**src/rtl/serial_add_ctrl.sv**
```systemverilog
`default_nettype none
// ============================================================================
// Module   : serial_add_ctrl
// Purpose  : Bit-serial add/subtract sequencer that feeds one full-adder cell
//            LSB first, with valid/ready handshakes on both sides.
// Revision : 1.0 - initial release
// ============================================================================
module serial_add_ctrl #(
  parameter int WIDTH = 8
) (
  input  logic             clk,
  input  logic             rst_n,
  input  logic             in_valid,
  output logic             in_ready,
  input  logic [WIDTH-1:0] a,
  input  logic [WIDTH-1:0] b,
  input  logic             cin,
  input  logic             sub,
  output logic             out_valid,
  input  logic             out_ready,
  output logic [WIDTH-1:0] s,
  output logic             c,
  output logic             ovf,
  output logic             busy
);

  localparam int                 c_cnt_w = $clog2(WIDTH);
  localparam logic [c_cnt_w-1:0] c_last  = c_cnt_w'(WIDTH - 1);
  localparam logic [c_cnt_w-1:0] c_one   = c_cnt_w'(1);

  typedef enum logic [1:0] {
    ST_IDLE = 2'd0,
    ST_RUN  = 2'd1,
    ST_DONE = 2'd2
  } state_t;

  state_t             r_state;
  state_t             w_state_next;
  logic [WIDTH-1:0]   r_a;
  logic [WIDTH-1:0]   r_b;
  logic [WIDTH-1:0]   r_s;
  logic               r_carry;
  logic               r_c;
  logic               r_ovf;
  logic [c_cnt_w-1:0] r_cnt;

  logic w_load;
  logic w_step;
  logic w_last;
  logic w_sum;
  logic w_cout;

  // The shared full-adder cell
  assign w_sum  = r_a[0] ^ r_b[0] ^ r_carry;
  assign w_cout = (r_a[0] & r_b[0]) | (r_a[0] & r_carry) | (r_b[0] & r_carry);

  assign w_load = (r_state == ST_IDLE) && in_valid;
  assign w_step = (r_state == ST_RUN);
  assign w_last = w_step && (r_cnt == c_last);

  always_ff @(posedge clk or negedge rst_n) begin
    if (!rst_n) begin
      r_state <= ST_IDLE;
    end else begin
      r_state <= w_state_next;
    end
  end

  always_comb begin
    w_state_next = r_state;
    case (r_state)
      ST_IDLE: if (in_valid)  w_state_next = ST_RUN;
      ST_RUN:  if (w_last)    w_state_next = ST_DONE;
      ST_DONE: if (out_ready) w_state_next = ST_IDLE;
      default:                w_state_next = ST_IDLE;
    endcase
  end

  always_ff @(posedge clk or negedge rst_n) begin
    if (!rst_n) begin
      r_a     <= '0;
      r_b     <= '0;
      r_s     <= '0;
      r_carry <= 1'b0;
      r_c     <= 1'b0;
      r_ovf   <= 1'b0;
      r_cnt   <= '0;
    end else if (w_load) begin
      // Subtraction is a + ~b + 1, so the forced carry replaces cin
      r_a     <= a;
      r_b     <= sub ? ~b : b;
      r_carry <= sub ? 1'b1 : cin;
      r_s     <= '0;
      r_cnt   <= '0;
    end else if (w_step) begin
      r_s     <= {w_sum, r_s[WIDTH-1:1]};
      r_a     <= {1'b0, r_a[WIDTH-1:1]};
      r_b     <= {1'b0, r_b[WIDTH-1:1]};
      r_carry <= w_cout;
      r_cnt   <= r_cnt + c_one;
      if (w_last) begin
        // On the MSB step r_carry is the carry into the sign bit
        r_c   <= w_cout;
        r_ovf <= r_carry ^ w_cout;
      end
    end
  end

  assign in_ready  = (r_state == ST_IDLE);
  assign out_valid = (r_state == ST_DONE);
  assign busy      = (r_state == ST_RUN) || (r_state == ST_DONE);
  assign s         = r_s;
  assign c         = r_c;
  assign ovf       = r_ovf;

endmodule
`default_nettype wire

```
**config.mk**
```make
export PLATFORM = sky130hd
export DESIGN_NAME = serial_add_ctrl
export DESIGN_NICKNAME = d
export VERILOG_FILES = /design/src/rtl/serial_add_ctrl.sv
export SDC_FILE = /design/constraint.sdc
export NUM_CORES = 1
export LEC_CHECK = 0
export ABC_AREA = 1
export CORE_MARGIN = 2
export CORE_UTILIZATION = 45
export CTS_BUF_LIST = sky130_fd_sc_hd__clkbuf_8 sky130_fd_sc_hd__clkbuf_16
export DETAILED_ROUTE_END_ITERATION = 10
export GPL_TIMING_DRIVEN = 0
export MAX_ROUTING_LAYER = met4
export PLACE_DENSITY_LB_ADDON = 0.25
export SLEW_MARGIN = 0
export SYNTH_ARGS = -nofsm -noshare
export SYNTH_HDL_FRONTEND = slang
export SYNTH_SLANG_ARGS = --single-unit
export TNS_END_PERCENT = 100
```
**constraint.sdc**
```tcl
create_clock -name clk -period 1.3 [get_ports clk]
set_input_delay 0.195 -clock clk [delete_from_list [all_inputs] [get_ports clk]]
set_output_delay 0.195 -clock clk [all_outputs]
set_load 0.005 [all_outputs]
```
==> impl_metrics.xml <==
<?xml version="1.0" encoding="UTF-8"?>
<metrics>
  <group name="outcome">
    <metric name="outcome" unit="">finished with violations</metric>
    <metric name="violated_checks" unit="">setup timing</metric>
  </group>
  <group name="clocking">
    <metric name="cts_num_sinks" unit="">32</metric>
    <metric name="clock_input_transition_at_the_sequential_cells_of_the_worst_setup_and_hold_paths" unit="ns">0.07</metric>
    <metric name="numCtsBuffers" unit="">5</metric>
    <metric name="max-clock-path-buffers" unit="">2</metric>
    <metric name="clock_tree_root" unit="">sky130_fd_sc_hd__clkbuf_8</metric>
    <metric name="htree_num_levels" unit="">2</metric>
    <metric name="cts_tree" unit="">built</metric>
    <metric name="clock_latency" unit="ns">0.28</metric>
  </group>
  <group name="logic_synthesis">
    <metric name="syn_area" unit="sq mm">0.001650</metric>
    <metric name="synth_cell_type_count" unit="">18</metric>
    <metric name="yosysSeqAreaShare" unit="%">48.52</metric>
    <metric name="syn_inst" unit="">212</metric>
    <metric name="syn_nets" unit="">241</metric>
    <metric name="synth_top_cells_by_area" unit="">sky130_fd_sc_hd__dfrtp_1 49%, sky130_fd_sc_hd__nand2_1 19%, sky130_fd_sc_hd__nor2_1 6.4%</metric>
    <metric name="syn_area_per_cell" unit="sq um">7.785</metric>
    <metric name="yosysTopAreaCellShare" unit="%">48.52</metric>
    <metric name="synth_top_cell_by_area" unit="">sky130_fd_sc_hd__dfrtp_1</metric>
    <metric name="ys_warn_count" unit="">0</metric>
    <metric name="ys_seq_elements" unit="">32</metric>
  </group>
  <group name="sta">
    <metric name="relSlewSlack" unit="%">52.05</metric>
    <metric name="timing.final.crit_period" unit="ns">1.343</metric>
    <metric name="finalSetupViolations" unit="">10</metric>
    <metric name="achievable-frequency" unit="MHz">744.6</metric>
    <metric name="tightestPinTransition" unit="ns">0.7193</metric>
    <metric name="setup_repair_after_global_routing_missed_its_margin" unit="">yes</metric>
    <metric name="setup_slack" unit="ns">-0.04297</metric>
    <metric name="finalCritPeriodShare" unit="%">103.3</metric>
    <metric name="clock_skew" unit="ns">0.004372</metric>
    <metric name="fin_tns_setup" unit="ns">-0.1562</metric>
    <metric name="timing.final.hold_violations" unit="">0</metric>
    <metric name="finalMaxSlewViolations" unit="">0</metric>
  </group>
  <group name="global_routing">
    <metric name="globalRouteOverflowTotal" unit="">0</metric>
    <metric name="largest_net_degree_at_the_start_of_global_routing" unit="">33</metric>
    <metric name="grt_util_all_layers" unit="%">20.08</metric>
    <metric name="vias_in_the_first_global_route" unit="">1398</metric>
    <metric name="antenna_violations_before_repair" unit="">0</metric>
    <metric name="first_pass_grt_wire_length" unit="um">6313</metric>
  </group>
  <group name="drt">
    <metric name="routed_via_density" unit="">4.775</metric>
    <metric name="drc" unit="">0</metric>
    <metric name="finalWirelength" unit="um">3876</metric>
    <metric name="detailedRoute.firstIterationViolations" unit="">108</metric>
    <metric name="route.layer.met1.wl" unit="um">1735</metric>
    <metric name="met2_length" unit="um">1956</metric>
    <metric name="top_layer_used" unit="">met4</metric>
    <metric name="route.detailed.wl_per_inst" unit="um">12.11</metric>
    <metric name="dr.pass1.iters" unit="">4</metric>
    <metric name="total_number_of_vias" unit="">1528</metric>
    <metric name="route.antenna.remaining_nets" unit="">0</metric>
    <metric name="wl_met3" unit="um">139</metric>
  </group>
  <group name="floorplanning">
    <metric name="top_level_ports" unit="">35</metric>
    <metric name="floorplan.die_area" unit="sq mm">0.004168</metric>
    <metric name="die_h" unit="um">64.56</metric>
    <metric name="floorplan.initialDensity" unit="%">45.77</metric>
    <metric name="core_area" unit="sq mm">0.003606</metric>
    <metric name="chipWidth" unit="um">64.56</metric>
    <metric name="fp-row-count" unit="">22</metric>
  </group>
  <group name="power">
    <metric name="switching_share" unit="%">37.48</metric>
    <metric name="combPwrFrac" unit="%">52.0</metric>
    <metric name="vdd_ir_max" unit="V">0.001255</metric>
    <metric name="switching_power_summed_over_all_nets" unit="mW">2.115</metric>
    <metric name="sum_of_internal_switching_and_leakage_power" unit="mW">5.644</metric>
    <metric name="p_leak" unit="nW">1.271</metric>
    <metric name="power_per_cell_area" unit="mW/mm^2">2296</metric>
    <metric name="clockPowerShare" unit="%">16.5</metric>
    <metric name="power.sequential.fraction" unit="%">31.5</metric>
    <metric name="cell_internal_pwr" unit="mW">3.529</metric>
  </group>
  <group name="finish">
    <metric name="n_fill_cell" unit="">302</metric>
    <metric name="layout-drive-gt1-share" unit="%">23.53</metric>
    <metric name="final_cell_mix" unit="">72 x sky130_fd_sc_hd__nand2_1, 32 x sky130_fd_sc_hd__dfrtp_1, 28 x sky130_fd_sc_hd__nor2_1</metric>
    <metric name="num_antenna_cells" unit="">0</metric>
    <metric name="area_growth" unit="%">48.98</metric>
    <metric name="final_common_cell" unit="">sky130_fd_sc_hd__nand2_1</metric>
    <metric name="design.final.nets" unit="">300</metric>
  </group>
  <group name="setup_path">
    <metric name="critical_path.top_delay_family" unit="">buffers and inverters</metric>
    <metric name="path_common_cell" unit="">sky130_fd_sc_hd__nand2_1</metric>
    <metric name="crit_path_end_kind" unit="">register</metric>
    <metric name="max_stage_delay" unit="ns">0.37</metric>
    <metric name="critical_path.max_fanout" unit="">5</metric>
    <metric name="critPathKind" unit="">register to register</metric>
    <metric name="crit_slowest_cell" unit="">sky130_fd_sc_hd__dfrtp_1</metric>
    <metric name="critical_path_data_arrival_time" unit="ns">1.51</metric>
    <metric name="critPathRequiredTime" unit="ns">1.47</metric>
    <metric name="path_cells" unit="">inv_2 &gt; buf_6 &gt; ha_4 &gt; buf_4 &gt; buf_16 &gt; nand2_1 &gt; nand2_1 &gt; nand2_1 &gt; nand2_1</metric>
    <metric name="worst-path-buf-inv" unit="">4</metric>
    <metric name="cp-start-kind" unit="">register</metric>
  </group>
  <group name="placement">
    <metric name="final_weighted_congestion_in_routability_driven_placement" unit="">0.7738</metric>
    <metric name="buffer_ports.inserted" unit="">34</metric>
    <metric name="dp_slack" unit="ns">-0.1393</metric>
    <metric name="hpwl" unit="um">2345</metric>
  </group>
  <group name="flow_run">
    <metric name="maxCapViolCount" unit="">0</metric>
  </group>
  <group name="hold_path">
    <metric name="worstHoldPathType" unit="">primary input to register</metric>
  </group>
</metrics>
## per-stage QoR
step	instances	util [%]	cell area (sq um)	hold slack (ns)
after floorplan	212	-	1650	-0.1006
after global placement	294	56.87	2051	0.4539
after detailed placement	294	56.73	2046	0.2964
after CTS	316	63.95	2306	0.4742
after global routing	320	68.18	2459	0.4991
final	320	68.18	2459	0.4651
## cell usage after synthesis
cell                      number
sky130_fd_sc_hd__nand2_2       1
sky130_fd_sc_hd__a31oi_1       6
sky130_fd_sc_hd__dfrtp_1      32
sky130_fd_sc_hd__xor2_1        1
sky130_fd_sc_hd__inv_1        14
sky130_fd_sc_hd__fa_1          1
sky130_fd_sc_hd__nand3_1      13
sky130_fd_sc_hd__nor2_1       28
sky130_fd_sc_hd__ha_1          6
sky130_fd_sc_hd__buf_2         6
sky130_fd_sc_hd__inv_2         2
sky130_fd_sc_hd__nand2_1      83
sky130_fd_sc_hd__nor2_4        1
sky130_fd_sc_hd__o21ai_0      12
sky130_fd_sc_hd__buf_8         1
sky130_fd_sc_hd__xnor2_1       1
sky130_fd_sc_hd__nand4_1       2
sky130_fd_sc_hd__buf_6         2
## timing repair
item,CTS,global route
setup endpoints to repair,43,32
setup buffers,11,2
hold endpoints to repair,32,0
gates cloned,2,2
pin swaps,4,20
hold buffers,1,0
gates resized for setup,36,32
## cell families after synthesis
family          Yosys count  synth area share (%)
simple gates            128                 31.01
buf+inv                  25                 7.733
xor+xnor                  2                 1.062
fa+ha+maj                 7                 5.762
flops                    32                 48.52
compound gates           18                 5.914
## registers in the layout, indices dropped and copies added (netlist names)
| signal | flops |
|---|---|
| c | 1 |
| r_b | 8 |
| s | 8 |
| r_state | 2 |
| r_carry | 1 |
| r_cnt | 3 |
| r_a | 8 |
| ovf | 1 |
## power by group through the flow
stage	combinational, mW	clock, mW	sequential [mW]
CTS	2.53	0.940	1.73
detailed placement	2.16	0	1.77
finish	2.93	0.929	1.78
global placement	2.11	0	1.77
global route	3.28	0.991	1.83
floorplan	1.42	0	1.73
## path summary, 6_finish.rpt
kind	start	endpoint	slack (ns)	depth (start not counted)
max reg2reg	r_state[1]	r_b[0]	-0.04	9
min	a[7]	r_a[7]	0.47	3
max in group asynchronous	rst_n	r_b[6]	0.33	2
max	r_state[1]	r_b[0]	-0.04	9
min in group asynchronous	rst_n	s[5]	0.50	2
min reg2reg	r_b[5]	r_b[5]	0.48	2
## worst reg2reg max path: cells and delay by family, from the launching register on
family	cells	cell delay [ns]
buffers and inverters	4	0.47
flip-flops	1	0.37
AND/OR/NAND/NOR	4	0.24
adder cells (fa/ha/maj)	1	0.17
## area by class of cell
type                       instances  area (sq um)  area share (%)
buffer                             9         83.83           3.410
inverter                          16         72.57           2.952
timing repair buffer              51         506.7           20.61
multi-input combinational        156         827.0           33.64
sequential                        32         800.8           32.57
clock inverter                     3         38.79           1.578
tap                               48         60.06           2.443
clock buffer                       5         68.82           2.799
## layer usage
metal,global-route usage (%),vias up
met5,-,-
met4,5.585,0
met3,4.167,4
met2,33.46,37
met1,24.92,706
li1,-,781
(Power assumes the default switching activity.)
